==> src/rtl/conv_mac.sv <==
// conv_mac: two-stage signed multiply-accumulate that sums TAPS products per window behind valid/ready handshakes.
// Define CONV_MAC_SAT_EN to saturate the accumulator instead of wrapping.
module conv_mac #(
  parameter int DATA_W = 8,
  parameter int ACC_W  = 32,
  parameter int TAPS   = 9
) (
  input  logic                        Clk,
  input  logic                        Reset_n,
  input  logic                        Clear,
  input  logic                        InValid,
  output logic                        InReady,
  input  logic signed [DATA_W-1:0]    x,
  input  logic signed [DATA_W-1:0]    y,
  output logic                        OutValid,
  input  logic                        OutReady,
  output logic signed [ACC_W-1:0]     Result,
  output logic                        Overflow,
  output logic [$clog2(TAPS+1)-1:0]   TapCount,
  output logic signed [ACC_W-1:0]     AccOut
);
  localparam int TW = $clog2(TAPS+1);
`ifdef CONV_MAC_SAT_EN
  localparam logic signed [ACC_W-1:0] MAX = {1'b0, {(ACC_W-1){1'b1}}};
  localparam logic signed [ACC_W-1:0] MIN = {1'b1, {(ACC_W-1){1'b0}}};
`endif
  logic [TW-1:0] tap_q, tap_d;
  logic s1_valid_q, s1_valid_d, s1_last_q, s1_last_d, s1_first_q, s1_first_d;
  logic signed [2*DATA_W-1:0] p_q, p_d;
  logic signed [ACC_W-1:0] acc_q, acc_d, res_q, res_d, base, p_ext, sum, sum_fix;
  logic ovf_q, ovf_d, res_ovf_q, res_ovf_d, out_valid_q, out_valid_d;
  logic accept, fire, last_tap, wrap_ovf, done;
  assign InReady  = !Clear && !(s1_valid_q && s1_last_q);
  assign accept   = InValid && InReady;
  assign last_tap = tap_q == TW'(TAPS-1);
  // A held last product may only move on once the output slot is free or being read.
  assign fire     = s1_valid_q && !Clear && (!s1_last_q || !out_valid_q || OutReady);
  assign done     = fire && s1_last_q;
  assign base     = s1_first_q ? '0 : acc_q;
  assign p_ext    = ACC_W'(p_q);
  assign sum      = base + p_ext;
  assign wrap_ovf = (base[ACC_W-1] == p_ext[ACC_W-1]) && (sum[ACC_W-1] != base[ACC_W-1]);
`ifdef CONV_MAC_SAT_EN
  assign sum_fix  = wrap_ovf ? (base[ACC_W-1] ? MIN : MAX) : sum;
`else
  assign sum_fix  = sum;
`endif
  always_comb begin
    tap_d       = Clear ? '0 : accept ? (last_tap ? '0 : tap_q + TW'(1)) : tap_q;
    s1_valid_d  = !Clear && (accept || (s1_valid_q && !fire));
    s1_last_d   = accept ? last_tap : s1_last_q;
    s1_first_d  = accept ? (tap_q == '0) : s1_first_q;
    p_d         = accept ? (2*DATA_W)'(x) * (2*DATA_W)'(y) : p_q;
    acc_d       = Clear ? '0 : fire ? sum_fix : acc_q;
    ovf_d       = (Clear || done) ? 1'b0 : ovf_q | (fire && wrap_ovf);
    res_d       = done ? sum_fix : res_q;
    res_ovf_d   = done ? (ovf_q | wrap_ovf) : res_ovf_q;
    out_valid_d = !Clear && (done || (out_valid_q && !OutReady));
  end
  always_ff @(posedge Clk or negedge Reset_n) begin
    if (!Reset_n) begin
      tap_q       <= '0;
      s1_valid_q  <= 1'b0;
      s1_last_q   <= 1'b0;
      s1_first_q  <= 1'b0;
      p_q         <= '0;
      acc_q       <= '0;
      ovf_q       <= 1'b0;
      res_q       <= '0;
      res_ovf_q   <= 1'b0;
      out_valid_q <= 1'b0;
    end else begin
      tap_q       <= tap_d;
      s1_valid_q  <= s1_valid_d;
      s1_last_q   <= s1_last_d;
      s1_first_q  <= s1_first_d;
      p_q         <= p_d;
      acc_q       <= acc_d;
      ovf_q       <= ovf_d;
      res_q       <= res_d;
      res_ovf_q   <= res_ovf_d;
      out_valid_q <= out_valid_d;
    end
  end
  assign OutValid = out_valid_q;
  assign Result   = res_q;
  assign Overflow = res_ovf_q;
  assign TapCount = tap_q;
  assign AccOut   = acc_q;
endmodule

==> config.mk <==
export PLATFORM = sky130hd
export DESIGN_NAME = conv_mac
export DESIGN_NICKNAME = d
export VERILOG_FILES = /design/src/rtl/conv_mac.sv
export SDC_FILE = /design/constraint.sdc
export NUM_CORES = 1
export LEC_CHECK = 0
export BUFFER_PORTS_ARGS = -buffer_cell sky130_fd_sc_hd__buf_2
export CORE_UTILIZATION = 50
export CTS_BUF_LIST = sky130_fd_sc_hd__clkbuf_2 sky130_fd_sc_hd__clkbuf_4 sky130_fd_sc_hd__clkbuf_8
export DETAILED_ROUTE_END_ITERATION = 6
export PLACE_DENSITY_LB_ADDON = 0.25
export SLEW_MARGIN = 20
export SYNTH_ARGS = -nofsm -noshare
export SYNTH_HDL_FRONTEND = slang
export SYNTH_SLANG_ARGS = --single-unit
==> constraint.sdc <==
create_clock -name Clk -period 6.4 [get_ports Clk]
set_input_delay 1.28 -clock Clk [delete_from_list [all_inputs] [get_ports Clk]]
set_output_delay 1.28 -clock Clk [all_outputs]
set_load 0.05 [all_outputs]
==> summary.txt, run 1 <==
Place
  – Post-Place Cells: 1,148
  – RePlAce Congestion: 0.890
  – # port buffers: 91
  – Hpwl dp: 13,600 um

Clocking
  – CTS root buffer: clkbuf_8
  – CTS tree: built
  – Clock Latency Late Sink: 390 ps
  – Post-CTS Setup Inserts: 0
  – Clk sink count: 90
  – H-tree levels: 3
  – CTS resizes: 0
  – Maximum root-to-sink buffer count: 2
  – Cts-stage hold buffer count: 0
  – Clock transition at path regs: 90 ps
  – Num CTS Buffers: 9

Yosys
  – Cell taking the most area after synthesis: dfrtp_1
  – Post-synth EDFFs: 0
  – Synth warn: 0
  – Mapped Nets: 1,008
  – Ranking of synthesized cells by area: dfrtp_1 (28%), fa_1 (14%), ha_1 (9.8%)
  – Post-synth top area share: 0.284
  – Netlist area before placement: 7930 um2
  – Post-synthesis cell count: 869
  – Async SR Flop Fraction: 1.00
  – Sequential share of the synthesized area: 0.284
  – Syn_area_per_cell: 9.12 um2
  – Yosys cell types: 60
  – Post-synth top flop: dfrtp_1
  – Seq cells post-synth: 90

Power
  – Max VDD drop: 0.150 mV
  – Leak pwr: 0.00450 uW
  – Internal power: 1450 uW
  – Pwr Density: 312 nW/um2
  – Clock Power Share: 0.137
  – Flop pwr share: 0.269
  – Combinational Power Share: 0.594
  – Tot Pwr: 2740 uW
  – Sw Pwr: 1290 uW
  – Switch share: 0.471

Setup path
  – Required @ worst endpoint: 6670 ps
  – CP max FO: 8
  – Critical Path End Type: flop
  – Critical path cell sequence: buf_2 -> and2_1 -> fa_1 -> inv_1 -> fa_1 -> inv_1 -> fa_1 -> inv_1 -> fa_1 -> inv_1 -> ha_1 -> o21ai_0 -> a21boi_0 -> o21ai_0 -> a21boi_0 -> o41ai_1 -> mux2i_1 -> nand3_1
  – CP arrival: 5510 ps
  – CP max stage delay: 560 ps
  – Startpoint types: primary input
  – Delay-heaviest family, CP: adder cells
  – CP Class: in -> reg
  – Worst Path Buf+Inv: 5
  – Slowest stage cell, crit path: fa_1

STA
  – TNS Setup: 0 ps
  – Final setup fails: 0
  – Final period utilization: 0.819
  – RSZ-0062 raised after global routing: false
  – Slew Viols, Final: 0
  – Final min period: 5240 ps
  – Worst-Margin Slew: 1030 ps
  – Slew headroom: 0.312
  – Final hold vios: 0
  – F_max: 191 MHz
  – Worst Clk Skew: 14.9 ps

Floorplanning
  – Initial Utilization: 0.518
  – Row cnt: 45
  – CORE AREA: 15,300 um2
  – Die Y: 128 um
  – I/O pin cnt: 92
  – Die ar.: 16,400 um2
  – Die extent in x: 128 um

Layout
  – Finished Core Util: 0.573
  – Antenna cells: 0
  – Most frequent cells in the layout: nand2_1 (117), dfrtp_1 (90), inv_1 (90), buf_2 (90), ha_1 (62)
  – Share of cells above drive strength 1: 0.158
  – Nets: 1,087
  – Area grow syn2layout: 10.6%
  – Post-route insts no fill: 1,164
  – Most common cell after layout, fill and taps aside: nand2_1

Drt
  – DRC Markers: 0
  – DRT Wirelength: 17,100 um
  – 1st-pass router iterations: 4
  – Post-DRT Antenna Nets: 0
  – Drt via density: 5.29
  – Drt first-iter violations: 272
  – Vias after detailed routing: 6,161
  – DR WL/cell: 14.7 um

Outcome
  – Outcome: completed

Run
  – Max Cap Viol: 0

Min path
  – Hold WC Path Type: reg -> reg

Global routing
  – Largest net degree at the start of global routing: 52
  – Initial antenna violation count: 0
  – GRT Total Usage: 0.221
  – First-pass GRT wire length: 28,800 um
  – Number of global-route vias before repair: 5,878
  – Grt ovf: 0
stage by stage:
stage / hold slack (ps) / instance area (um2) / setup slack (ps)
global placement: 459 / 8580 / 865
global route: 497 / 8770 / 853
detailed placement: 464 / 8580 / 778
floorplan: 445 / 7930 / 1200
CTS: 485 / 8770 / 1190
finish: 479 / 8770 / 1160
layer usage:
layer,routed length (um),global-route usage,up-vias
li1,-,-,3075
met1,8740,0.317,2944
met2,7500,0.345,117
met3,512,0.0326,25
met4,356,0.0727,0
met5,0,0,-
tightest hold or removal path: cells and delay by family, from the launching register on:
family             cells  cell delay (ps)
DFF                    1              340
AOI/OAI and AO/OA      1               60
and+or+nand+nor        1               50
logic make-up (layout without fill, tap and decap cells):
logic type / count (synthesis) / count (layout) / synth area share
flops: 90 / 90 / 0.284
compound gates: 176 / 176 / 0.146
xor+xnor: 42 / 42 / 0.0464
simple gates: 300 / 300 / 0.193
fa+ha+maj: 118 / 118 / 0.239
buf+inv: 118 / 202 / 0.0562
mux: 25 / 25 / 0.0354
cell usage after synthesis, drive strengths merged, types with 9 or more instances:
master  instances
nand2         117
dfrtp          90
inv            90
ha             62
fa             56
a21oi          55
o21ai          50
and2           48
nor2b          42
nor2           29
clkbuf         27
mux2           24
xnor2          22
xor2           20
nand3          16
a21o           14
o31ai          10
a211oi          9
nand2b          9
nor3            9
final timing paths:
path	from	to	slack [ps]	depth (start not counted)
min in group asynchronous	Reset_n	Result[16]	850	1
min	Result[24]	Result[24]	480	2
max	x[3]	p_q[14]	1160	18
min reg2reg	Result[24]	Result[24]	480	2
max in group asynchronous	Reset_n	AccOut[2]	4510	2
max reg2reg	s1_first_q	Result[30]	2930	11
power groups by stage:
stage	logic, uW	clock network, uW	registers [uW]
after CTS	1630	385	740
after global routing	1840	406	753
after floorplan	1160	0	861
after detailed placement	1630	0	750
after global placement	1600	0	749
final	1630	375	738
state kept, by name (all words and copies together) (netlist names):
register / flops
s1_valid_q: 1
p_q: 16
AccOut: 32
ovf_q: 1
s1_last_q: 1
s1_first_q: 1
Result: 32
Overflow: 1
OutValid: 1
TapCount: 4
layout make-up:
type	instances	area [um2]
timing repair buffer	96	495
sequential	90	2250
fill	1427	6550
multi-input combinational	661	5230
inverter	90	338
clock buffer	11	151
clock inverter	5	38.8
tap	211	264
Power figures use the tool's default switching activity.
==> inputs of run 2 (changes only) <==
ABC_AREA = 1   (was unset)
clock period = 4.3 ns   (was 6.4 ns; I/O delays follow)
==> summary.txt, run 2 <==
Outcome
  – Outcome: completed

STA
  – Worst Clk Skew: 11.2 ps
  – Final period utilization: 0.960
  – Final setup fails: 0
  – Fin Hold WS: 478 ps
  – Final min period: 4130 ps
  – Worst-Margin Slew: 895 ps
  – Slew headroom: 0.403
  – RSZ-0062 raised after global routing: true
  – Slew Viols, Final: 0
  – Final hold vios: 0
  – F_max: 242 MHz

Floorplanning
  – Initial Utilization: 0.513
  – I/O pin cnt: 92
  – Die extent in x: 133 um
  – Die ar.: 17,600 um2
  – Row cnt: 47
  – Die Y: 133 um
  – CORE AREA: 16,600 um2

Yosys
  – Top post-synthesis cells by count: nand2_1 (341), inv_1 (252), dfrtp_1 (90), nor2_1 (88), nand3_1 (72)
  – Async SR Flop Fraction: 1.00
  – Post-synth EDFFs: 0
  – Yosys cell types: 42
  – Netlist area before placement: 8530 um2
  – Seq cells post-synth: 90
  – Post-synth top area share: 0.264
  – Post-synthesis cell count: 1,206
  – Sequential share of the synthesized area: 0.264
  – Mapped Nets: 1,345
  – Synth warn: 0
  – Ranking of synthesized cells by area: dfrtp_1 (26%), nand2_1 (15%), fa_1 (13%)
  – Post-synth top flop: dfrtp_1
  – Syn_area_per_cell: 7.07 um2
  – Cell taking the most area after synthesis: dfrtp_1
  – Top-count cell post-synth: nand2_1

Drt
  – Vias after detailed routing: 7,829
  – DRT Wirelength: 21,000 um
  – Drt first-iter violations: 483
  – Drt via density: 5.06
  – DR WL/cell: 13.6 um
  – 1st-pass router iterations: 5
  – Post-DRT Antenna Nets: 0
  – DRC Markers: 0

Clocking
  – CTS tree: built
  – Maximum root-to-sink buffer count: 2
  – H-tree levels: 3
  – CTS root buffer: clkbuf_8
  – Cts-stage hold buffer count: 0
  – Num CTS Buffers: 9
  – Clock Latency Late Sink: 400 ps
  – Clock transition at path regs: 90 ps
  – Clk sink count: 90

Global routing
  – Grt ovf: 0
  – First-pass GRT wire length: 36,100 um
  – GRT Total Usage: 0.255
  – Number of global-route vias before repair: 7,602
  – Initial antenna violation count: 0
  – Largest net degree at the start of global routing: 74

Setup path
  – CP arrival: 4390 ps
  – Critical Path End Type: flop
  – Startpoint types: primary input
  – CP Class: in -> reg
  – CP startpoint: y[7]
  – Reg2reg start: OutValid
  – CP max FO: 5
  – Required @ worst endpoint: 4560 ps

Min path
  – Hold Startpoint: Result[15]
  – Hold WC Path Type: reg -> reg

Layout
  – Finished Core Util: 0.593
  – Most frequent cells in the layout: nand2_1 (339), inv_1 (245), dfrtp_1 (90)
  – Antenna cells: 0
  – Share of cells above drive strength 1: 0.165
  – Nets: 1,462
  – Area grow syn2layout: 15.7%
  – Post-layout instance area: 9870 um2
  – Most common cell after layout, fill and taps aside: nand2_1

Place
  – RePlAce Congestion: 0.971
  – # port buffers: 91
  – Hpwl dp: 17,000 um
  – Area after DPL: 9590 um2

Power
  – Pwr Density: 594 nW/um2
  – Max VDD drop: 0.459 mV
  – Leak pwr: 0.00564 uW

Run
  – Max Cap Viol: 0
-- run 2: cell count changes after synthesis, sizes merged, moves of 12 or more --
cell,delta
o22ai,+12
inv,+165
nand4,+13
mux2,-24
nor2b,-42
a21o,-12
nand3,+61
and2,-46
nand2,+237
a21oi,-13
xor2,-12
nor2,+64
-- run 2: layer usage --
metal / global-route usage / wire length [um]
met5: 0 / 0
met1: 0.386 / 10700
met3: 0.0464 / 1270
met2: 0.382 / 8850
met4: 0.0511 / 223
-- run 2: repair_timing --
| action | in CTS | in global routing |
|---|---|---|
| endpoints found under the hold margin | 0 | 0 |
| endpoints found under the setup margin | 0 | 6 |
| setup buffers | 0 | 1 |
| resized for setup | 0 | 14 |
-- run 2: final cells by class --
type	instances	area, um2
fillers	1575	6770
inverters	255	960
multi-input cells	827	5330
clock inverters	6	90.1
clock buffers	10	131
repair buffers	140	828
flip-flops and latches	90	2250
well taps	220	275
-- run 2: where the power goes --
part	internal, uW	switching, uW
Clock	336	318
Combinational	1430	2500
Sequential	1100	183
-- run 2: worst max-delay path: stages --
cell     delay [ps]
buf_2           100
inv_2            60
or2_2           280
fa_1            360
inv_1            80
fa_1            450
fa_1            550
inv_1            60
fa_1            530
inv_1            70
ha_4            260
a21oi_1         200
o21ai_1         140
a21oi_1         160
xor2_1          160
o21ai_0          80
-- run 2: final timing paths --
kind | endpoint | slack (ps) | depth (start not counted)
max in group asynchronous | AccOut[25] | 2920 | 2
min | Result[15] | 480 | 2
min in group asynchronous | Result[2] | 600 | 1
max | p_q[11] | 170 | 16
min reg2reg | Result[15] | 480 | 2
max reg2reg | AccOut[6] | 1420 | 8
-- run 2: cell families after synthesis --
| logic type | Yosys count | share of synthesized area |
|---|---|---|
| XOR/XNOR | 22 | 0.0226 |
| buffers and inverters | 289 | 0.129 |
| flip-flops | 90 | 0.264 |
| AO/OA/AOI/OAI | 126 | 0.0823 |
| adder cells (fa/ha/maj) | 118 | 0.222 |
| AND/OR/NAND/NOR | 561 | 0.280 |
-- run 2: per-stage QoR --
step	instances	TNS, ps	worst slack [ps]	power (uW)
floorplan	1206	0	0.516	4090
global placement	1531	-1650	-229	5080
detailed placement	1531	-1950	-270	5130
CTS	1547	0	141	5810
global route	1548	-4.66	-4.48	6430
finish	1548	0	171	5860
==> inputs of run 3 (changes only) <==
REMOVE_ABC_BUFFERS = 1   (was unset)
==> summary.txt, run 3 (synthesis gave the netlist of run 2 again) <==
STA
  – Slew headroom: 0.392
  – Final min period: 4210 ps
  – Slew Viols, Final: 0
  – RSZ-0062 raised after global routing: true
  – Fin Hold WS: 439 ps
  – Final period utilization: 0.980
  – Worst-Margin Slew: 909 ps
  – Worst Clk Skew: 19.5 ps
  – F_max: 237 MHz
  – Final setup fails: 0
  – Final hold vios: 0

Layout
  – Share of cells above drive strength 1: 0.183
  – Most common cell after layout, fill and taps aside: nand2_1
  – Antenna cells: 0
  – Nets: 1,470
  – Most frequent cells in the layout: nand2_1 (333), inv_1 (242), dfrtp_1 (90)
  – Post-route insts no fill: 1,556
  – Area grow syn2layout: 17.1%
  – Finished Core Util: 0.600

Setup path
  – Required @ worst endpoint: 4550 ps
  – CP Class: in -> reg
  – Critical Path End Type: flop
  – CP max FO: 4
  – Slowest stage cell, crit path: fa_1
  – Critical path depth in cells: 16
  – Startpoint types: primary input
  – FF-to-FF path depth: 10
  – CP arrival: 4460 ps
  – CP max stage delay: 560 ps
  – Most used cell, CP: fa_1
  – Worst Path Buf+Inv: 5
  – Critical path cell sequence: buf_2 -> inv_1 -> buf_4 -> nor2_2 -> fa_1 -> fa_1 -> fa_1 -> inv_1 -> fa_1 -> inv_1 -> ha_4 -> a21oi_4 -> o21ai_2 -> a21oi_1 -> xor2_1 -> o21ai_0
  – Delay-heaviest family, CP: adder cells

Drt
  – DRT Wirelength: 21,500 um
  – Post-DRT Antenna Nets: 0
  – Vias after detailed routing: 7,836
  – Drt first-iter violations: 491
  – DRC Markers: 0
  – 1st-pass router iterations: 5
  – DR WL/cell: 13.8 um
  – Drt via density: 5.04

Min path
  – Hold WC Path Type: in -> async

Floorplanning
  – Initial Utilization: 0.513
  – I/O pin cnt: 92
  – CORE AREA: 16,600 um2
  – Die extent in x: 133 um
  – Row cnt: 47
  – Die ar.: 17,600 um2
  – Die Y: 133 um

Power
  – Pwr Density: 608 nW/um2
  – Sw Pwr: 3150 uW
  – Max VDD drop: 0.444 mV
  – Leak pwr: 0.00570 uW
  – Switch share: 0.519
  – Combinational Power Share: 0.673
  – Internal power: 2920 uW
  – Flop pwr share: 0.213
  – Clock Power Share: 0.114

Global routing
  – First-pass GRT wire length: 36,100 um
  – Grt ovf: 0
  – Number of global-route vias before repair: 7,554
  – Initial antenna violation count: 0
  – Largest net degree at the start of global routing: 47
  – GRT Total Usage: 0.257

Place
  – Hpwl dp: 17,300 um
  – RePlAce Congestion: 0.979
  – # port buffers: 91
  – Post-Place Cells: 1,540

Clocking
  – Num CTS Buffers: 9
  – Post-CTS Setup Inserts: 0
  – H-tree levels: 3
  – CTS root buffer: clkbuf_8
  – Clock Latency Late Sink: 390 ps
  – CTS tree: built
  – Clock transition at path regs: 110 ps
  – Clk sink count: 90
  – Maximum root-to-sink buffer count: 2

Outcome
  – Outcome: completed

Run
  – Max Cap Viol: 0
run 3: changes by cell type in the layout (fill, tap and decap cells not counted), moves of 3 or more:
| cell | delta |
|---|---|
| nor2_1 | -4 |
| nor2_2 | +3 |
| nand3_1 | -3 |
| nand2_2 | +6 |
| inv_2 | +4 |
| inv_1 | -3 |
| nand2_1 | -6 |
| buf_4 | +8 |
| nand3_2 | +3 |
run 3: path summary, 6_finish.rpt:
check                            from    endpoint  slack [ps]
min reg2reg                 Result[7]   Result[7]         480
min                           Reset_n  AccOut[23]         440
max in group asynchronous     Reset_n   Result[7]        3110
max reg2reg                s1_first_q  Result[31]        1410
min in group Clk            Result[7]   Result[7]         480
max                              y[7]     p_q[11]          90
run 3: stage by stage:
stage / area, um2 / TNS, ps / setup slack [ps] / total power (uW)
2_1_floorplan: 8390 / -1540 / -267 / 3850
3_3_place_gp: 9550 / -3440 / -477 / 4850
3_5_place_dp: 9550 / -4200 / -563 / 4910
4_1_cts: 9800 / -27.7 / -19.2 / 5660
5_1_grt: 9990 / -57.2 / -40.5 / 6550
6_report: 9990 / 0 / 87.4 / 6070
run 3: layout make-up:
cell class	instances	area [um2]
sequential	90	2250
multi-input combinational	827	5390
clock buffer	10	131
inverter	255	957
timing repair buffer	148	888
fill	1605	6650
clock inverter	6	96.3
tap	220	275
run 3: layer usage:
metal	up-vias	track usage	routed length (um)
li1	3956	-	-
met1	3653	0.372	10600
met2	204	0.410	9600
met3	23	0.0291	1030
met4	0	0.0651	333
met5	-	0	0
run 3: worst reg2reg max path, delay by kind of cell, from the launching register on:
kind	cells	cell delay [ps]
AND/OR/NAND/NOR	5	550
AO/OA/AOI/OAI	3	740
adder cells (fa/ha/maj)	1	330
buffers and inverters	1	290
flip-flops	1	880
run 3: power by group through the flow:
stage	logic (uW)	clock network (uW)	registers, uW
5_1_grt	4500	731	1320
3_3_place_gp	3550	0	1300
2_1_floorplan	1920	0	1930
4_1_cts	3670	701	1290
3_5_place_dp	3600	0	1310
6_report	4090	693	1290
run 3: repair_timing:
item                                    in CTS  in global routing
endpoints found under the setup margin       8                  9
hold buffers                                 0                  0
resized for setup                            6                 50
pin swaps                                    2                 27
